`config.mk`:
```
export PLATFORM = sky130hd
export DESIGN_NAME = cache_refill_arb_flat
export DESIGN_NICKNAME = d
export VERILOG_FILES = /design/src/rtl/cache_refill_arb_if.sv /design/src/rtl/cache_refill_arb.sv /design/src/flat_wrapper.sv
export SDC_FILE = /design/constraint.sdc
export NUM_CORES = 1
export LEC_CHECK = 0
export BUFFER_PORTS_ARGS = -buffer_cell sky130_fd_sc_hd__buf_4
export CAP_MARGIN = 40
export CELL_PAD_IN_SITES_DETAIL_PLACEMENT = 1
export CELL_PAD_IN_SITES_GLOBAL_PLACEMENT = 2
export CORE_MARGIN = 5
export CORE_UTILIZATION = 21
export CTS_CLUSTER_DIAMETER = 60
export DETAILED_ROUTE_END_ITERATION = 10
export MAX_ROUTING_LAYER = met4
export PLACE_DENSITY = 0.82
export REMOVE_ABC_BUFFERS = 1
export SYNTH_ARGS = -nofsm -noshare
export SYNTH_HDL_FRONTEND = slang
export SYNTH_SLANG_ARGS = --single-unit
```
`constraint.sdc`:
```
create_clock -name clk -period 1.5 [get_ports clk]
set_clock_uncertainty 0.05 [all_clocks]
set_input_delay 0.15 -clock clk [delete_from_list [all_inputs] [get_ports clk]]
set_output_delay 0.15 -clock clk [all_outputs]
set_load 0.05 [all_outputs]
```
`src/rtl/cache_refill_arb_if.sv`:
```
// cache_refill_arb_if: AXI4 read address and read data channels.
// master drives AR and rready; slave drives arready and the R beat.
interface cache_refill_arb_if #(
  parameter int ADDR_W = 32,
  parameter int DATA_W = 32,
  parameter int LEN_W  = 8
);
  logic              arvalid;
  logic              arready;
  logic [ADDR_W-1:0] araddr;
  logic [LEN_W-1:0]  arlen;
  logic [3:0]        arid;
  logic [2:0]        arsize;
  logic [1:0]        arburst;
  logic              rvalid;
  logic              rready;
  logic [DATA_W-1:0] rdata;
  logic [1:0]        rresp;
  logic              rlast;

  modport master (
    output arvalid, araddr, arlen, arid,
    output arsize, arburst, rready,
    input  arready, rvalid, rdata,
    input  rresp, rlast
  );

  modport slave (
    input  arvalid, araddr, arlen, arid,
    input  arsize, arburst, rready,
    output arready, rvalid, rdata,
    output rresp, rlast
  );
endinterface

```
`src/rtl/cache_refill_arb.sv`:
```
// cache_refill_arb: shares one AXI4 read port between I/D refills.
// Ports: clk, rst (sync, high), ic_*/dc_* refill side, m (AXI master).
// ARB_ROUND_ROBIN_EN: round-robin on contention, else D-cache wins.
module cache_refill_arb #(
  parameter int ADDR_W = 32,
  parameter int DATA_W = 32,
  parameter int LEN_W  = 8
) (
  input  logic              clk,
  input  logic              rst,
  input  logic              ic_req,
  input  logic [ADDR_W-1:0] ic_addr,
  input  logic [LEN_W-1:0]  ic_len,
  output logic              ic_gnt,
  output logic              ic_rvalid,
  output logic [DATA_W-1:0] ic_rdata,
  output logic              ic_rlast,
  output logic              ic_rerr,
  input  logic              dc_req,
  input  logic [ADDR_W-1:0] dc_addr,
  input  logic [LEN_W-1:0]  dc_len,
  output logic              dc_gnt,
  output logic              dc_rvalid,
  output logic [DATA_W-1:0] dc_rdata,
  output logic              dc_rlast,
  output logic              dc_rerr,
  cache_refill_arb_if.master m
);
  typedef enum logic [1:0] {
    IDLE,
    AR,
    R
  } state_t;

  state_t            state;
  logic              owner;
  logic              sticky;
  logic              arvalid_q;
  logic              rready_q;
  logic [ADDR_W-1:0] addr_q;
  logic [LEN_W-1:0]  len_q;
  logic              pick;
  logic              ar_hs;
  logic              beat;
  logic              bad;
  logic              rerr;

`ifdef ARB_ROUND_ROBIN_EN
  logic last_owner;
  assign pick = (ic_req & dc_req) ? ~last_owner : dc_req;
`else
  assign pick = dc_req;
`endif

  assign ar_hs = arvalid_q & m.arready;
  assign beat  = rready_q & m.rvalid;
  assign bad   = m.rresp != 2'b00;

  always_ff @(posedge clk) begin
    if (rst) begin
      state     <= IDLE;
      owner     <= 1'b0;
      sticky    <= 1'b0;
      arvalid_q <= 1'b0;
      rready_q  <= 1'b0;
      addr_q    <= '0;
      len_q     <= '0;
`ifdef ARB_ROUND_ROBIN_EN
      last_owner <= 1'b0;
`endif
    end else begin
      unique case (state)
        IDLE: begin
          if (ic_req | dc_req) begin
            owner     <= pick;
            addr_q    <= pick ? dc_addr : ic_addr;
            len_q     <= pick ? dc_len : ic_len;
            sticky    <= 1'b0;
            arvalid_q <= 1'b1;
            state     <= AR;
          end
        end
        AR: begin
          if (m.arready) begin
            arvalid_q <= 1'b0;
            rready_q  <= 1'b1;
            state     <= R;
`ifdef ARB_ROUND_ROBIN_EN
            last_owner <= owner;
`endif
          end
        end
        R: begin
          if (m.rvalid) begin
            if (bad) sticky <= 1'b1;
            if (m.rlast) begin
              rready_q <= 1'b0;
              state    <= IDLE;
            end
          end
        end
        default: state <= IDLE;
      endcase
    end
  end

  // error covers earlier beats (sticky) and the last beat itself
  assign rerr = (sticky | bad) & m.rvalid
              & m.rlast & rready_q;

  assign ic_gnt    = ar_hs & ~owner;
  assign dc_gnt    = ar_hs & owner;
  assign ic_rvalid = beat & ~owner;
  assign dc_rvalid = beat & owner;
  assign ic_rlast  = beat & m.rlast & ~owner;
  assign dc_rlast  = beat & m.rlast & owner;
  assign ic_rerr   = rerr & ~owner;
  assign dc_rerr   = rerr & owner;
  assign ic_rdata  = m.rdata;
  assign dc_rdata  = m.rdata;

  assign m.arvalid = arvalid_q;
  assign m.araddr  = addr_q;
  assign m.arlen   = len_q;
  assign m.arid    = {3'b000, owner};
  assign m.arsize  = 3'b010;
  assign m.arburst = 2'b01;
  assign m.rready  = rready_q;
endmodule

```
`src/flat_wrapper.sv`:
```
// flat-port wrapper written by rule: the top's interface ports become plain ports
module cache_refill_arb_flat 
#(
  parameter int ADDR_W = 32,
  parameter int DATA_W = 32,
  parameter int LEN_W  = 8
)
  (clk, rst, ic_req, ic_addr, ic_len, ic_gnt, ic_rvalid, ic_rdata, ic_rlast, ic_rerr, dc_req, dc_addr, dc_len, dc_gnt, dc_rvalid, dc_rdata, dc_rlast, dc_rerr, m_arvalid, m_araddr, m_arlen, m_arid, m_arsize, m_arburst, m_rready, m_arready, m_rvalid, m_rdata, m_rresp, m_rlast);
  cache_refill_arb_if #(.ADDR_W(ADDR_W), .DATA_W(DATA_W), .LEN_W(LEN_W)) m_i ();
  input  logic clk;
  input  logic rst;
  input  logic ic_req;
  input  logic [ADDR_W-1:0] ic_addr;
  input  logic [LEN_W-1:0] ic_len;
  output logic ic_gnt;
  output logic ic_rvalid;
  output logic [DATA_W-1:0] ic_rdata;
  output logic ic_rlast;
  output logic ic_rerr;
  input  logic dc_req;
  input  logic [ADDR_W-1:0] dc_addr;
  input  logic [LEN_W-1:0] dc_len;
  output logic dc_gnt;
  output logic dc_rvalid;
  output logic [DATA_W-1:0] dc_rdata;
  output logic dc_rlast;
  output logic dc_rerr;
  output wire logic [$bits(m_i.arvalid)-1:0] m_arvalid;
  output wire logic [$bits(m_i.araddr)-1:0] m_araddr;
  output wire logic [$bits(m_i.arlen)-1:0] m_arlen;
  output wire logic [$bits(m_i.arid)-1:0] m_arid;
  output wire logic [$bits(m_i.arsize)-1:0] m_arsize;
  output wire logic [$bits(m_i.arburst)-1:0] m_arburst;
  output wire logic [$bits(m_i.rready)-1:0] m_rready;
  input wire logic [$bits(m_i.arready)-1:0] m_arready;
  input wire logic [$bits(m_i.rvalid)-1:0] m_rvalid;
  input wire logic [$bits(m_i.rdata)-1:0] m_rdata;
  input wire logic [$bits(m_i.rresp)-1:0] m_rresp;
  input wire logic [$bits(m_i.rlast)-1:0] m_rlast;
  assign m_arvalid = m_i.arvalid;
  assign m_araddr = m_i.araddr;
  assign m_arlen = m_i.arlen;
  assign m_arid = m_i.arid;
  assign m_arsize = m_i.arsize;
  assign m_arburst = m_i.arburst;
  assign m_rready = m_i.rready;
  assign m_i.arready = m_arready;
  assign m_i.rvalid = m_rvalid;
  assign m_i.rdata = m_rdata;
  assign m_i.rresp = m_rresp;
  assign m_i.rlast = m_rlast;
  cache_refill_arb #(.ADDR_W(ADDR_W), .DATA_W(DATA_W), .LEN_W(LEN_W)) u_core (.clk(clk), .rst(rst), .ic_req(ic_req), .ic_addr(ic_addr), .ic_len(ic_len), .ic_gnt(ic_gnt), .ic_rvalid(ic_rvalid), .ic_rdata(ic_rdata), .ic_rlast(ic_rlast), .ic_rerr(ic_rerr), .dc_req(dc_req), .dc_addr(dc_addr), .dc_len(dc_len), .dc_gnt(dc_gnt), .dc_rvalid(dc_rvalid), .dc_rdata(dc_rdata), .dc_rlast(dc_rlast), .dc_rerr(dc_rerr), .m(m_i));
endmodule
```
==> impl_metrics.tcl, run 1 <==
set metrics [dict create \
    status "finished clean" \
    gr-total-overflow 0 \
    use_met3_pct 9.87 \
    grtUsageMet1_pct 15.0 \
    via_per_inst 4.44 \
    finalHoldViolCount 0 \
    ir_drop_uv 390 \
    cp-start-kind "flip-flop" \
    cp_slowest_cell "dfxtp_2" \
    grt_pass1_vias 2686 \
    dieWidth_um 132 \
    rows 44 \
    rr_worst_depth 4 \
    min_path_cells 2 \
    hpwl_mm 8.97 \
    cts_buffers 5 \
    syn_inst 307 \
    crit_chain "nand3_2 > or2_1 > nor2_2 > buf_6" \
    cp.arrival_ns 1.23 \
    crit_path_end_kind "output pin" \
    busiest_layer "met2" \
    grt_first_pass_wirelength_mm 16.5 \
    hold-worst-slack_ns 0.0227 \
    slew_viol_final 0 \
    clk_path_buf_depth 2 \
    yosysWarnings 0 \
    grt.total_usage_pct 12.6 \
    worstSetupPathType "reg -> out" \
    hold_buffers 0 \
    multi_input_area_sq_um 1500 \
    diodes 0 \
    postRouteAntennaNets 0 \
    clockRootBuffer "clkbuf_16" \
    tritoncts "yes" \
    wl_per_cell_um 20.0 \
    grt_max_degree 31 \
    final_area_sq_um 4050 \
    critPathMaxStageDelay_ns 0.34 \
    fin_nets 495 \
    cts_max_level 2 \
    setup_viol 0 \
    io_pins 244 \
    regArea_sq_um 923 \
    io_buffers 139 \
    wl_mm 11.2 \
    hold_class "in -> reg" \
    clk_pin_slew_worst_paths_ns 0.07 \
    min_period_ns 1.43 \
    drt-initial-drc-count 48 \
    ys_ff_latch 46 \
    period_share_pct 95.3 \
    initial_core_util_pct 21.5 \
    fillers 1668 \
    yosysSeqAreaShare_pct 29.3 \
    synthesis.area_sq_um 3150 \
    postPlaceCellArea_sq_um 3870 \
    path_max_fanout 3 \
    p_leak_nw 1.74 \
    fmax_ghz 0.700 \
    maxCapViolations 0 \
    drive_gt1_share_pct 66.7 \
    rsz0062_at_grt "false" \
    gr-usage-met2_pct 17.3 \
    insertion_delay_ns 0.28 \
    synth_area_per_cell_sq_um 10.3 \
    drtPass1Iterations 2 \
    power_density_nw_per_um2 1070 \
    clock_sinks 46 \
    areaGrowthSynthToFinish_pct 28.7 \
    die_h_um 132 \
    drc 0 \
    place_congestion 0.714 \
    core_area_sq_um 14600 \
    antenna_found_initial 0 \
    worstPathRequired_ns 1.30 \
    synth_cell_types 29 \
    die-area_sq_um 17500 \
    vias 2480 \
]
-- cell type report --
cell class                      count  share of cell area [%]
Timing Repair Buffer              152                    30.5
Inverter                            2                   0.185
Multi-Input combinational cell    167                    37.1
Tap cell                          184                    5.68
Clock inverter                      2                   0.309
Clock buffer                        6                    3.43
Sequential cell                    46                    22.8
-- layer usage --
layer / part of all wire, % / wire [um] / up-vias
met2: 41 / 4630 / 172
li1: - / - / 1128
met3: 16 / 1820 / 2
met5: 0 / 0 / -
met1: 42 / 4700 / 1178
met4: 0.21 / 23 / 0
-- worst max-delay path: cells and delay by family, from the launching register on --
family	cells	cell delay (ns)
buf+inv	1	0.16
simple gates	3	0.44
flops	1	0.34
-- final timing paths --
kind              startpoint  slack (ns)                 to
max          u_core.m.rready        0.07            dc_rerr
min                m_arready        0.02    u_core.state[0]
max reg2reg  u_core.state[0]        0.22  u_core.m.arlen[5]
min reg2reg    u_core.sticky        0.45      u_core.sticky
-- state kept, by name, summed over array words and instances, names as in the netlist --
register,cells
u_core.sticky,1
u_core.state,2
u_core.m.arvalid,1
u_core.m.rready,1
u_core.m.araddr,32
u_core.m.arlen,8
u_core.owner,1
-- repair_timing --
item,4_1_cts,5_1_grt
setup endpoints to repair,2,2
endpoints found under the hold margin,0,0
setup buffers,1,0
gates cloned,0,0
gates resized for setup,2,5
pin swaps,1,1
-- stage by stage --
stage	setup TNS, ns	util, %	cells	total power, mW	setup WS, ns
final	0	27.7	559	4.35	0.0706
after global routing	0	27.7	559	4.59	0.0173
after CTS	0	27.6	559	4.44	0.0141
after detailed placement	0	26.4	550	3.27	0.209
after global placement	0	26.4	550	3.22	0.250
after floorplan	-16.59	-	215	2.57	-0.461
-- where the power goes --
part           total [mW]  internal (mW)  switching, mW
clock network        1.13          0.660          0.471
logic                1.74          0.674           1.07
registers            1.48           1.37          0.114
total                4.35           2.70           1.65
-- cells in the mapped netlist --
master / n / area share (%)
clkbuf_1: 3 / 0.36
nor2_2: 1 / 0.20
a21oi_1: 6 / 0.95
a21oi_2: 39 / 11
o2111ai_1: 1 / 0.28
o21ai_1: 2 / 0.32
nor3_1: 1 / 0.16
nor2_8: 1 / 0.64
a211oi_1: 1 / 0.24
inv_2: 1 / 0.12
buf_4: 82 / 20
nor2_4: 1 / 0.36
buf_2: 2 / 0.32
a2111oi_2: 1 / 0.48
a21o_1: 1 / 0.24
conb_1: 2 / 0.24
nor2b_1: 1 / 0.20
o21ai_0: 1 / 0.16
inv_1: 1 / 0.12
a211oi_2: 39 / 16
buf_6: 8 / 2.9
mux2i_1: 40 / 13
nand2_1: 8 / 0.95
nor2_1: 9 / 1.1
or2_4: 1 / 0.28
dfxtp_1: 46 / 29
nand3_1: 3 / 0.48
or2_1: 2 / 0.40
clkbuf_4: 3 / 0.72
-- placed cells by master (no fill, tap or decap), types with 3 or more instances in the layout --
cell type  instances
a21oi_2           39
nor2_2             3
conb_1             8
clkbuf_16          5
mux2i_1           40
a211oi_2          39
buf_4            143
buf_12             7
a21oi_1            6
nand2_1            8
nor2_1             7
dfxtp_1           44
-- kinds of logic after synthesis --
kind of cell	share of synthesized area [%]
flip-flops	29.3
buffers and inverters	24.0
AO/OA/AOI/OAI	29.0
multiplexers	12.7
AND/OR/NAND/NOR	4.73
other	0.239
(Power assumes the default switching activity.)
==> inputs of run 2 (changes only) <==
- CELL_PAD_IN_SITES_DETAIL_PLACEMENT: 1 -> default
- CELL_PAD_IN_SITES_GLOBAL_PLACEMENT: 2 -> default
- CORE_UTILIZATION: 21 -> 40
- PLACE_DENSITY: 0.82 -> 0.83
==> impl_metrics.tcl, run 2 (same netlist as run 1, synthesis figures left out) <==
set metrics [dict create \
    status "finished clean" \
    slew_viol_final 0 \
    path_max_fanout 2 \
    multi_input_area_sq_um 1500 \
    wl_per_cell_um 23.5 \
    wl_met3_mm 1.92 \
    initial_core_util_pct 41.0 \
    drive_gt1_share_pct 65.7 \
    worstPathRequired_ns 1.30 \
    fmax_ghz 0.692 \
    crit-reg2reg-launch "u_core.state[0]" \
    worstSetupPathType "reg -> out" \
    r2r-end "u_core.m.arlen[5]" \
    wl_met1_mm 3.76 \
    crit_path_end_kind "output pin" \
    crit_start "u_core.m.rready" \
    via_per_inst 5.04 \
    fin_nets 496 \
    finalHoldViolCount 0 \
    regArea_sq_um 923 \
    areaGrowthSynthToFinish_pct 23.8 \
    maxCapViolations 0 \
    hold_class "in -> reg" \
    top_layer_used "met4" \
    die-area_sq_um 9740 \
    ir_drop_uv 445 \
    grt.total_usage_pct 22.8 \
    cp.depth 4 \
    instances_no_fill 478 \
    power_density_nw_per_um2 1050 \
    largest_reg_flops 32 \
    core_area_sq_um 7690 \
    grt_first_pass_wirelength_mm 16.0 \
    cp-start-kind "flip-flop" \
    antenna_found_initial 0 \
    tritoncts "yes" \
    fillers 732 \
    min_path_cells 3 \
    placed_cells 467 \
    io_buffers 139 \
    rrSetupSlack_ns 0.21 \
    clk_pin_slew_worst_paths_ns 0.09 \
    wl_mm 11.2 \
    setup_ws_ns 0.0543 \
    hpwl_mm 9.45 \
    clock_sinks 46 \
    critPathMaxStageDelay_ns 0.34 \
    vias 2410 \
    setup_tns_ns 0 \
    grt_pass1_vias 2533 \
    grt_max_degree 34 \
    period_share_pct 96.4 \
    setup_viol 0 \
    dpl_worst_slack_ns 0.210 \
    clk_path_buf_depth 2 \
    cpLargestDelayFamily "simple AND/OR/NAND/NOR gates" \
    postRouteAntennaNets 0 \
    rows 32 \
    diodes 0 \
    io_pins 244 \
    drc 0 \
    drt-initial-drc-count 58 \
    cts_max_level 2 \
    postLayoutCoreUtil_pct 50.7 \
    insertion_delay_ns 0.29 \
    cts_buffers 5 \
    crit_chain "nand3_2 > or2_1 > nor2_1 > buf_6" \
    final_cell_mix "buf_4 (144), dfxtp_1 (44), mux2i_1 (40)" \
    place_congestion 0.849 \
    gr-total-overflow 0 \
    holdPathEnd "u_core.owner" \
    cp.arrival_ns 1.25 \
    min_from "ic_req" \
    final_common_cell "buf_4" \
    clockRootBuffer "clkbuf_8" \
    dieWidth_um 98.7 \
    p_leak_nw 1.72 \
    drtPass1Iterations 4 \
    min_period_ns 1.45 \
    cp_slowest_cell "dfxtp_2" \
    route.met2.wl_mm 5.47 \
    die_h_um 98.7 \
    rr_worst_depth 4 \
    path_buf_inv 1 \
]
## run 2: per-stage QoR
| step | area (sq um) | power [mW] | hold WS [ns] |
|---|---|---|---|
| finish | 3900 | 4.11 | 0.0976 |
| global route | 3900 | 4.30 | 0.0876 |
| CTS | 3880 | 4.16 | 0.0858 |
| detailed placement | 3750 | 3.23 | 0.251 |
| global placement | 3750 | 3.19 | 0.251 |
| floorplan | 2420 | 2.57 | 0.165 |
## run 2: how the worst max path moves through the flow
stage / to / slack (ns)
finish: dc_rerr / 0.05
global route: dc_rerr / -0.0004
CTS: ic_rerr / 0.004
detailed placement: u_core.m.arlen[5] / 0.21
global placement: u_core.m.arlen[5] / 0.25
floorplan: dc_rerr / -0.46
## run 2: worst min-delay path, delay by kind of cell
kind / cells / cell delay [ns]
AO/OA/AOI/OAI: 2 / 0.15
buffers and inverters: 1 / 0.10
## run 2: area by class of cell
class,count,share of cell area (%)
Tap cell,102,3.27
Timing Repair Buffer,153,31.6
Inverter,2,0.193
Clock buffer,7,1.96
Clock inverter,1,0.770
Multi-Input combinational cell,167,38.5
Sequential cell,46,23.7
## run 2: per-layer routing
| layer | track usage [%] | vias up |
|---|---|---|
| met5 | - | - |
| met4 | 3.26 | 0 |
| met3 | 17.6 | 8 |
| met2 | 38.0 | 160 |
| met1 | 21.4 | 1108 |
| li1 | - | 1134 |
## run 2: repair_timing
item | in CTS | in global routing
pin swaps | 1 | 2
endpoints found under the hold margin | 1 | 0
gates resized for setup | 2 | 4
setup buffers | 1 | 1
hold buffers | 1 | 0
setup endpoints to repair | 2 | 2
## run 2: report_power, final
part	switching (mW)	internal [mW]
clock	0.413	0.499
combinational	1.06	0.671
sequential	0.108	1.36
==> inputs of run 3 (changes only) <==
--- a/config.mk
+++ b/config.mk
@@ -10,3 +10,3 @@
 export CORE_MARGIN = 5
-export CORE_UTILIZATION = 40
+export CORE_UTILIZATION = 44
 export CTS_CLUSTER_DIAMETER = 60
@@ -14,3 +14,3 @@
 export MAX_ROUTING_LAYER = met4
-export PLACE_DENSITY = 0.83
+export PLACE_DENSITY = 0.9
 export REMOVE_ABC_BUFFERS = 1
==> constraint.sdc (replaced) <==
create_clock -name clk -period 1.71 [get_ports clk]
set_clock_uncertainty 0.05 [all_clocks]
set_input_delay 0.171 -clock clk [delete_from_list [all_inputs] [get_ports clk]]
set_output_delay 0.171 -clock clk [all_outputs]
set_load 0.005 [all_outputs]
==> impl_metrics.tcl, run 3 (same netlist as run 1, synthesis figures left out) <==
set metrics [dict create \
    status "finished clean" \
    core_area_sq_um 6870 \
    critPathMaxStageDelay_ns 0.41 \
    drive_gt1_share_pct 65.0 \
    initial_core_util_pct 45.8 \
    crit_chain "nand3_1 > or2_1 > nor2_1 > buf_4" \
    worst_slew_pin_slew_ns 0.642 \
    regArea_sq_um 921 \
    drc 0 \
    rsz0062_at_grt "false" \
    finalHoldViolCount 0 \
    via_per_inst 5.16 \
    clock_sinks 46 \
    gr-total-overflow 0 \
    diodes 0 \
    tritoncts "yes" \
    instances_no_fill 467 \
    setup_viol 0 \
    postRouteAntennaNets 0 \
    clk_pin_slew_worst_paths_ns 0.09 \
    cp_slowest_cell "dfxtp_1" \
    slew_viol_final 0 \
    fin_nets 491 \
    drtPass1Iterations 4 \
    path_max_fanout 5 \
    ir_drop_uv 565 \
    die_h_um 94.6 \
    min_from "m_arready" \
    grt_pass1_vias 2553 \
    grt_first_pass_wirelength_mm 15.9 \
    total_power_mw 3.04 \
    worstSetupPathType "reg -> out" \
    insertion_delay_ns 0.29 \
    holdPathEnd "u_core.state[0]" \
    hpwl_mm 9.49 \
    maxCapViolations 0 \
    worstPathRequired_ns 1.49 \
    grt_max_degree 42 \
    clockRootBuffer "clkbuf_8" \
    final_common_cell "buf_4" \
    clockPowerShare_pct 24.4 \
    placed_cells 459 \
    antenna_found_initial 0 \
    io_buffers 139 \
    hold_buffers 0 \
    internal-power_mw 2.11 \
    maxSlewHeadroom_pct 57.2 \
    cts_buffers 5 \
    fmax_ghz 0.656 \
    post_cts_buffers 0 \
    rrSetupSlack_ns 0.22 \
    cts_resized 0 \
    grtUsageMet1_pct 21.8 \
    rows 30 \
    seqPwrFrac_pct 42.6 \
    cp.arrival_ns 1.30 \
    postLayoutCoreUtil_pct 55.2 \
    rr_worst_depth 4 \
    combinationalPowerShare_pct 33.0 \
    gr-usage-met2_pct 45.2 \
    fillers 628 \
    busiest_layer "met2" \
    areaGrowthSynthToFinish_pct 20.5 \
    wl_per_cell_um 24.4 \
    switchingPower_mw 0.930 \
    hold_class "in -> reg" \
    use_met3_pct 17.8 \
    crit-reg2reg-launch "u_core.state[0]" \
    p_sw_share_pct 30.5 \
    place_congestion 0.844 \
    io_pins 244 \
    r2r-end "u_core.m.araddr[5]" \
    multi_input_area_sq_um 1490 \
    final_cell_mix "buf_4 (145), dfxtp_1 (46), mux2i_1 (40)" \
    die-area_sq_um 8950 \
    min_period_ns 1.53 \
    vias 2411 \
    largest_reg_flops 32 \
    setup_tns_ns 0 \
    crit_path_end_kind "output pin" \
    hold-worst-slack_ns 0.0440 \
    min_path_cells 2 \
    period_share_pct 89.2 \
    power_density_nw_per_um2 802 \
    dieWidth_um 94.6 \
    cts_max_level 2 \
    clk_path_buf_depth 2 \
    drt-initial-drc-count 92 \
    p_leak_nw 1.68 \
    cp-start-kind "flip-flop" \
    wl_mm 11.4 \
    grt.total_usage_pct 25.3 \
]
-- run 3: changes by cell type in the layout (fill, tap and decap cells not counted), moves of 2 or more --
cell	before	now
buf_12	6	3
buf_6	2	0
clkbuf_1	2	0
clkbuf_8	5	7
dfxtp_1	44	46
dfxtp_2	2	0
-- run 3: layer usage --
metal | vias to the layer above | wire [um]
met5 | - | 0
met4 | 0 | 165
met3 | 8 | 1940
met2 | 171 | 5830
met1 | 1112 | 3430
li1 | 1120 | -
-- run 3: through the flow --
| stage | instance area (sq um) | worst slack, ns |
|---|---|---|
| after floorplan | 2420 | -0.265 |
| after global placement | 3690 | 0.291 |
| after detailed placement | 3690 | 0.219 |
| after CTS | 3790 | 0.156 |
| after global routing | 3790 | 0.0666 |
| final | 3790 | 0.185 |
-- run 3: power groups by stage --
stage	Sequential, mW	Combinational (mW)	Clock (mW)
final	1.30	1.00	0.744
after global routing	1.31	1.09	0.810
after detailed placement	1.32	1.02	0
after floorplan	1.32	0.473	0
after global placement	1.31	0.979	0
after CTS	1.30	1.02	0.777
-- run 3: final cells by class --
cell class,count,share of cell area [%]
sequential,46,24.3
inverter,2,0.198
timing repair buffer,148,30.3
tap,96,3.17
multi-input combinational,167,39.3
clock buffer,7,2.54
clock inverter,1,0.231
-- run 3: worst max-delay path by stage --
stage	start	to	slack, ns	cells past startpoint
floorplan	ic_req	u_core.state[0]	-0.26	3
global placement	u_core.state[0]	u_core.m.araddr[13]	0.29	4
detailed placement	u_core.state[0]	u_core.m.araddr[5]	0.22	4
CTS	u_core.m.rready	ic_rerr	0.16	4
global route	u_core.m.rready	ic_rerr	0.07	4
finish	u_core.m.rready	ic_rerr	0.18	4
-- run 3: critical path, delay by kind of cell (launching register included) --
family / cells / cell delay, ns
flops: 1 / 0.41
simple gates: 3 / 0.49
buf+inv: 1 / 0.12
